===== src/rtl/uart_pkg.sv =====
// Shared definitions for the UART frame parser.
//   SOF      : start-of-frame marker byte
//   MAX_LEN  : largest payload length a frame may declare
//   state_t  : parser FSM encoding
//   gap_cycles() : inter-byte timeout in clock cycles
package uart_pkg;

  localparam logic [7:0] SOF     = 8'h55;
  localparam int         MAX_LEN = 16;

  typedef enum logic [1:0] {
    ST_IDLE    = 2'd0,
    ST_LEN     = 2'd1,
    ST_PAYLOAD = 2'd2,
    ST_CSUM    = 2'd3
  } state_t;

  // One character is 10 bits on the line (start + 8 data + stop).
  function automatic int gap_cycles(input int clk_freq, input int bps,
                                    input int gap_bytes);
    return (clk_freq / bps) * 10 * gap_bytes;
  endfunction

endpackage


===== src/rtl/uart_gap_timer.sv =====
// Inter-byte silence timer.
//   clk, rst_n : clock and synchronous active-low reset
//   clear      : restart the count (a byte arrived)
//   enable     : count only while a frame is in progress; held at zero otherwise
//   expire     : high while the count has reached GAP_CYC
module uart_gap_timer #(
  parameter int GAP_CYC = 17360
) (
  input  logic clk,
  input  logic rst_n,
  input  logic clear,
  input  logic enable,
  output logic expire
);

  localparam int               CNT_W = $clog2(GAP_CYC + 1);
  localparam logic [CNT_W-1:0] LIMIT = CNT_W'(GAP_CYC);

  logic [CNT_W-1:0] count;

  always_ff @(posedge clk) begin
    if (!rst_n) begin
      count <= '0;
    end else if (clear || !enable) begin
      count <= '0;
    end else if (count != LIMIT) begin
      count <= count + 1'b1;
    end
  end

  assign expire = enable && (count == LIMIT);

endmodule


===== src/rtl/uart_frame_parser.sv =====
// Parses frames of the form SOF, LEN, LEN payload bytes, CSUM from a byte
// stream and holds one verified payload for a consumer.
//   sys_clk, sys_rst_n : clock, synchronous active-low reset
//   uart_data/uart_done: byte and byte-ready (pulse or level) from the receiver
//   rd_addr/rd_data    : payload buffer read port, one-cycle latency
//   pkt_valid/pkt_len  : held frame present and its payload length
//   pkt_ack            : consumer releases the held frame
//   err_csum/err_len/err_gap/drop : single-cycle error and discard pulses
//   busy               : a frame is being parsed
module uart_frame_parser
  import uart_pkg::*;
#(
  parameter int CLK_FREQ  = 50000000,
  parameter int UART_BPS  = 115200,
  parameter int GAP_BYTES = 4
) (
  input  logic       sys_clk,
  input  logic       sys_rst_n,
  input  logic [7:0] uart_data,
  input  logic       uart_done,
  input  logic [3:0] rd_addr,
  output logic [7:0] rd_data,
  output logic       pkt_valid,
  output logic [4:0] pkt_len,
  input  logic       pkt_ack,
  output logic       err_csum,
  output logic       err_len,
  output logic       err_gap,
  output logic       drop,
  output logic       busy
);

  localparam int GAP_CYC = gap_cycles(CLK_FREQ, UART_BPS, GAP_BYTES);

  state_t     state, state_nxt;
  logic       uart_done_q;
  logic       byte_stb, take, len_ok, gap_expire;
  logic       len_bad, csum_bad, csum_good, gap_hit, buf_we;
  logic [4:0] len_q;
  logic [3:0] idx;
  logic [7:0] csum;
  logic [7:0] mem [MAX_LEN];

  // Edge detect so a held-high uart_done counts as one byte.
  assign byte_stb = uart_done & ~uart_done_q;
  // A held frame blocks all new input; those bytes are reported via drop.
  assign take     = byte_stb & ~pkt_valid;
  assign len_ok   = (uart_data != 8'd0) && (uart_data <= 8'(MAX_LEN));
  assign busy     = (state != ST_IDLE);

  uart_gap_timer #(
    .GAP_CYC (GAP_CYC)
  ) u_gap (
    .clk    (sys_clk),
    .rst_n  (sys_rst_n),
    .clear  (byte_stb),
    .enable (busy),
    .expire (gap_expire)
  );

  always_ff @(posedge sys_clk) begin
    if (!sys_rst_n) state <= ST_IDLE;
    else            state <= state_nxt;
  end

  always_comb begin
    state_nxt = state;
    len_bad   = 1'b0;
    csum_bad  = 1'b0;
    csum_good = 1'b0;
    gap_hit   = 1'b0;
    buf_we    = 1'b0;
    // A timeout wins over a byte landing on the same cycle.
    if (gap_expire) begin
      gap_hit   = 1'b1;
      state_nxt = ST_IDLE;
    end else if (take) begin
      unique case (state)
        ST_IDLE: begin
          if (uart_data == SOF) state_nxt = ST_LEN;
        end
        ST_LEN: begin
          if (len_ok) begin
            state_nxt = ST_PAYLOAD;
          end else begin
            len_bad   = 1'b1;
            state_nxt = ST_IDLE;
          end
        end
        ST_PAYLOAD: begin
          buf_we = 1'b1;
          if ((5'(idx) + 5'd1) == len_q) state_nxt = ST_CSUM;
        end
        ST_CSUM: begin
          state_nxt = ST_IDLE;
          if (uart_data == csum) csum_good = 1'b1;
          else                   csum_bad  = 1'b1;
        end
        default: state_nxt = ST_IDLE;
      endcase
    end
  end

  always_ff @(posedge sys_clk) begin
    if (!sys_rst_n) begin
      uart_done_q <= 1'b1;
      pkt_valid   <= 1'b0;
      pkt_len     <= '0;
      err_csum    <= 1'b0;
      err_len     <= 1'b0;
      err_gap     <= 1'b0;
      drop        <= 1'b0;
      csum        <= '0;
      len_q       <= '0;
      idx         <= '0;
      rd_data     <= '0;
    end else begin
      uart_done_q <= uart_done;
      err_csum    <= csum_bad;
      err_len     <= len_bad;
      err_gap     <= gap_hit;
      drop        <= byte_stb & pkt_valid;
      rd_data     <= mem[rd_addr];
      if (csum_good) begin
        pkt_valid <= 1'b1;
        pkt_len   <= len_q;
      end else if (pkt_valid && pkt_ack) begin
        pkt_valid <= 1'b0;
      end
      // The checksum starts from LEN itself.
      if (take && state == ST_LEN) begin
        len_q <= uart_data[4:0];
        csum  <= uart_data;
        idx   <= '0;
      end
      if (buf_we) begin
        csum <= csum + uart_data;
        idx  <= idx + 4'd1;
      end
    end
  end

  // Buffer is not reset: a reset only abandons framing state.
  always_ff @(posedge sys_clk) begin
    if (buf_we) mem[idx] <= uart_data;
  end

endmodule


===== config.mk =====
export PLATFORM = sky130hd
export DESIGN_NAME = uart_frame_parser
export DESIGN_NICKNAME = d
export VERILOG_FILES = /design/src/rtl/uart_pkg.sv /design/src/rtl/uart_gap_timer.sv /design/src/rtl/uart_frame_parser.sv
export SDC_FILE = /design/constraint.sdc
export NUM_CORES = 1
export LEC_CHECK = 0
export ABC_CLOCK_PERIOD_IN_PS = 2400
export BUFFER_PORTS_ARGS = -buffer_cell sky130_fd_sc_hd__clkbuf_2
export CAP_MARGIN = 0
export CORE_MARGIN = 5
export CORE_UTILIZATION = 55
export CTS_BUF_LIST = sky130_fd_sc_hd__clkbuf_16
export CTS_CLUSTER_DIAMETER = 200
export CTS_CLUSTER_SIZE = 8
export DETAILED_ROUTE_END_ITERATION = 8
export PLACE_DENSITY = 0.75
export SYNTH_ARGS = -nofsm -noshare
export SYNTH_HDL_FRONTEND = slang
export SYNTH_SLANG_ARGS = --single-unit

===== constraint.sdc =====
create_clock -name sys_clk -period 2.4 [get_ports sys_clk]
set_input_delay 0.72 -clock sys_clk [delete_from_list [all_inputs] [get_ports sys_clk]]
set_output_delay 0.72 -clock sys_clk [all_outputs]
set_load 0.02 [all_outputs]

==> flow_metrics.py <==
metrics = {
    "layout": {
        "final_cell_mix": "edfxtp_1, dfxtp_1, nor2_1, mux4_2, buf_4",
        "syn_to_final_growth_pct": 16.52,
        "layout-drive-gt1-share_pct": 26.43,
        "nFillCells": 907,
        "multi_input_area_mm2": 0.002430,
        "final_cells": 770,
        "final_common_cell": "edfxtp_1",
        "antennaDiodeCount": 0,
        "nets": 611,
        "design_area_mm2": 0.008726,
        "ff_latch_area_mm2": 0.004905,
    },
    "placement": {
        "gp_congestion": 0.8834,
        "numPortBuffers": 34,
        "dpl_cell_area_mm2": 0.008158,
        "dp.cells": 738,
        "hpwl_um": 10540,
    },
    "timing": {
        "final.setup_skew_ns": 0.008123,
        "whs_ns": 0.4764,
        "slew_headroom_pct": 69.81,
        "rsz0062_at_grt": "no",
        "max_freq_mhz": 479.5,
        "finalHoldViolations": 0,
        "fin_crit_sh_pct": 86.89,
        "drv_slew": 0,
        "tightest_slew_ns": 0.4522,
        "fin_crit_ns": 2.085,
        "setup_viol": 0,
    },
    "setup_path": {
        "cp_max_fo": 8,
        "start_kind": "flop",
        "crit_arrival_ns": 2.21,
        "timing.critical_path.to": "mem[3][1]",
        "required_ns": 2.52,
        "r2r_cells": 8,
        "r2r-end": "mem[3][1]",
        "end_kind": "flop",
        "r2r_slack_ns": 0.31,
        "startpoint": "u_gap.count[0]",
        "critPathKind": "reg -> reg",
        "r2r_start": "u_gap.count[0]",
    },
    "route": {
        "routed_wl_um": 15910,
        "drc": 0,
        "drtAntennaViolNets": 0,
        "via_count": 4455,
        "drt-vias-per-instance": 5.786,
        "drt_first_pass_iters": 4,
        "drt_iter0_drc": 341,
        "routed_wire_length_per_instance_um": 20.66,
    },
    "cts": {
        "cts-buffers-inserted": 17,
        "cts_tree": "done",
        "cts-hold-fix-buffers": 0,
        "clk_pin_slew_ns": 0.06,
        "cts-root-buf": "clkbuf_16",
        "htree_levels": 4,
        "clkLatencyLatePin_ns": 0.43,
        "cts_num_sinks": 181,
        "clk_path_buf_depth": 2,
        "ctsResizeCount": 0,
        "post_cts_buffers": 0,
    },
    "power_and_ir_drop": {
        "vdd_ir_drop_max_mv": 0.5597,
        "power.total_mw": 6.276,
        "power_leakage_nw": 3.027,
        "cellPowerDensity_mw_per_mm2": 719.3,
    },
    "yosys": {
        "syn-cell-area_mm2": 0.007488,
        "synth_area_leaders": "edfxtp_1, dfxtp_1, mux4_2",
        "ys_seq_area_share_pct": 65.50,
        "ys_ff_latch": 181,
        "synth_ff_type": "edfxtp_1",
        "synth-async-reset-ratio_pct": 0,
        "yosys.area.top_type_share_pct": 51.33,
        "yosysWarnings": 0,
        "synthCells": 505,
        "synth_edf_count": 128,
        "synth_top_cell_by_area": "edfxtp_1",
        "avgSynthCellArea_um2": 14.83,
        "synth_nets": 535,
        "synth_cell_types": 53,
    },
    "global_route": {
        "met1_usage_pct": 28.35,
        "use_met2_pct": 34.09,
        "grt_pass1_vias": 4579,
        "antenna_found_initial": 0,
        "grt_max_degree": 33,
        "track_usage_pct": 21.09,
        "grt-busiest-layer": "met2",
        "grt_first_pass_wirelength_um": 25340,
        "overflow": 0,
        "met3_usage_pct": 5.464,
    },
    "run": {
        "maxCapViolCount": 0,
    },
    "floorplan": {
        "core_mm2": 0.01330,
        "initial_utilization_pct": 56.32,
        "dieArea_mm2": 0.01605,
        "rows": 42,
        "die_h_um": 126.7,
        "io_pins": 35,
        "die_x_um": 126.7,
    },
    "worst_hold_path": {
        "hold_path.class": "reg -> reg",
        "hold_depth": 2,
    },
    "outcome": {
        "outcome": "completed",
    },
}
==> where the power goes <==
group	internal, mW	total (mW)	switching (mW)
Combinational	0.124	0.270	0.146
Sequential	3.35	3.35	0.00420
Clock	1.46	2.65	1.20
Total	4.93	6.28	1.35
==> per-stage QoR <==
stage	setup WS, ns	TNS [ns]	utilization (%)
finish	0.3146	0	65.63
CTS	0.3176	0	65.63
floorplan	-0.1360	-2.175	-
global route	0.2004	0	65.63
detailed placement	-0.01670	-0.01670	61.36
global placement	0.04470	0	61.36
==> sequential cells by signal, summed over array words and instances (netlist names), named ones only <==
register and cells:
uart_done_q 1, csum 8, len_q 5, rd_data 8, pkt_valid 1, idx 4, drop 1, err_len 1
pkt_len 5, err_csum 1, err_gap 1, mem 128, state 1, u_gap.count 15
==> logic make-up after synthesis <==
kind of cell,after synthesis,share of synthesized area [%]
flops,181,65.50
simple gates,162,10.86
mux,45,12.70
compound gates,44,3.576
buf+inv,35,2.122
xor+xnor,24,2.807
fa+ha+maj,14,2.439
==> per-layer routing <==
layer  share of wire [%]  vias up
li1                    -     2057
met1                  42     2217
met2                  49      159
met3                 7.4       22
met4                 1.6        0
met5                   0        -
==> cell usage after synthesis (all sizes together) (2+ instances only) <==
| library cell | instances |
|---|---|
| a21boi | 2 |
| nand4 | 7 |
| clkbuf | 10 |
| nand3b | 2 |
| xor2 | 13 |
| mux4 | 40 |
| a31oi | 5 |
| or4 | 2 |
| nor4 | 3 |
| nand4b | 2 |
| nand3 | 16 |
| nor4b | 2 |
| nand2 | 38 |
| dfxtp | 53 |
| o21ai | 11 |
| buf | 11 |
| xnor2 | 11 |
| nor2b | 4 |
| nor3 | 10 |
| ha | 13 |
| inv | 13 |
| nor2 | 50 |
| and2 | 10 |
| or2 | 2 |
| nand2b | 4 |
| a21oi | 16 |
| mux2i | 5 |
| and3 | 4 |
| or3 | 3 |
| edfxtp | 128 |
==> worst min path at each step <==
stage | endpoint | start
after global routing | csum[4] | csum[4]
after CTS | csum[4] | csum[4]
after detailed placement | csum[4] | csum[4]
after global placement | csum[4] | csum[4]
after floorplan | csum[4] | csum[4]
final | csum[4] | csum[4]
==> final cells by class <==
type,instances,area share [%]
Sequential cell,181,56.21
Multi-Input combinational cell,289,27.85
Timing Repair Buffer,78,6.309
Clock buffer,17,4.875
Tap cell,176,2.524
Clock inverter,15,1.635
Inverter,14,0.6022
==> critical path, stage by stage, from the launching register on <==
cell and delay (ns):
dfxtp_1 0.40, inv_1 0.08, ha_1 0.19, and2_1 0.17, nand4_2 0.10, and4b_4 0.27
nand2_1 0.15, nor3_1 0.18, buf_4 0.24
(Power assumes the default switching activity.)
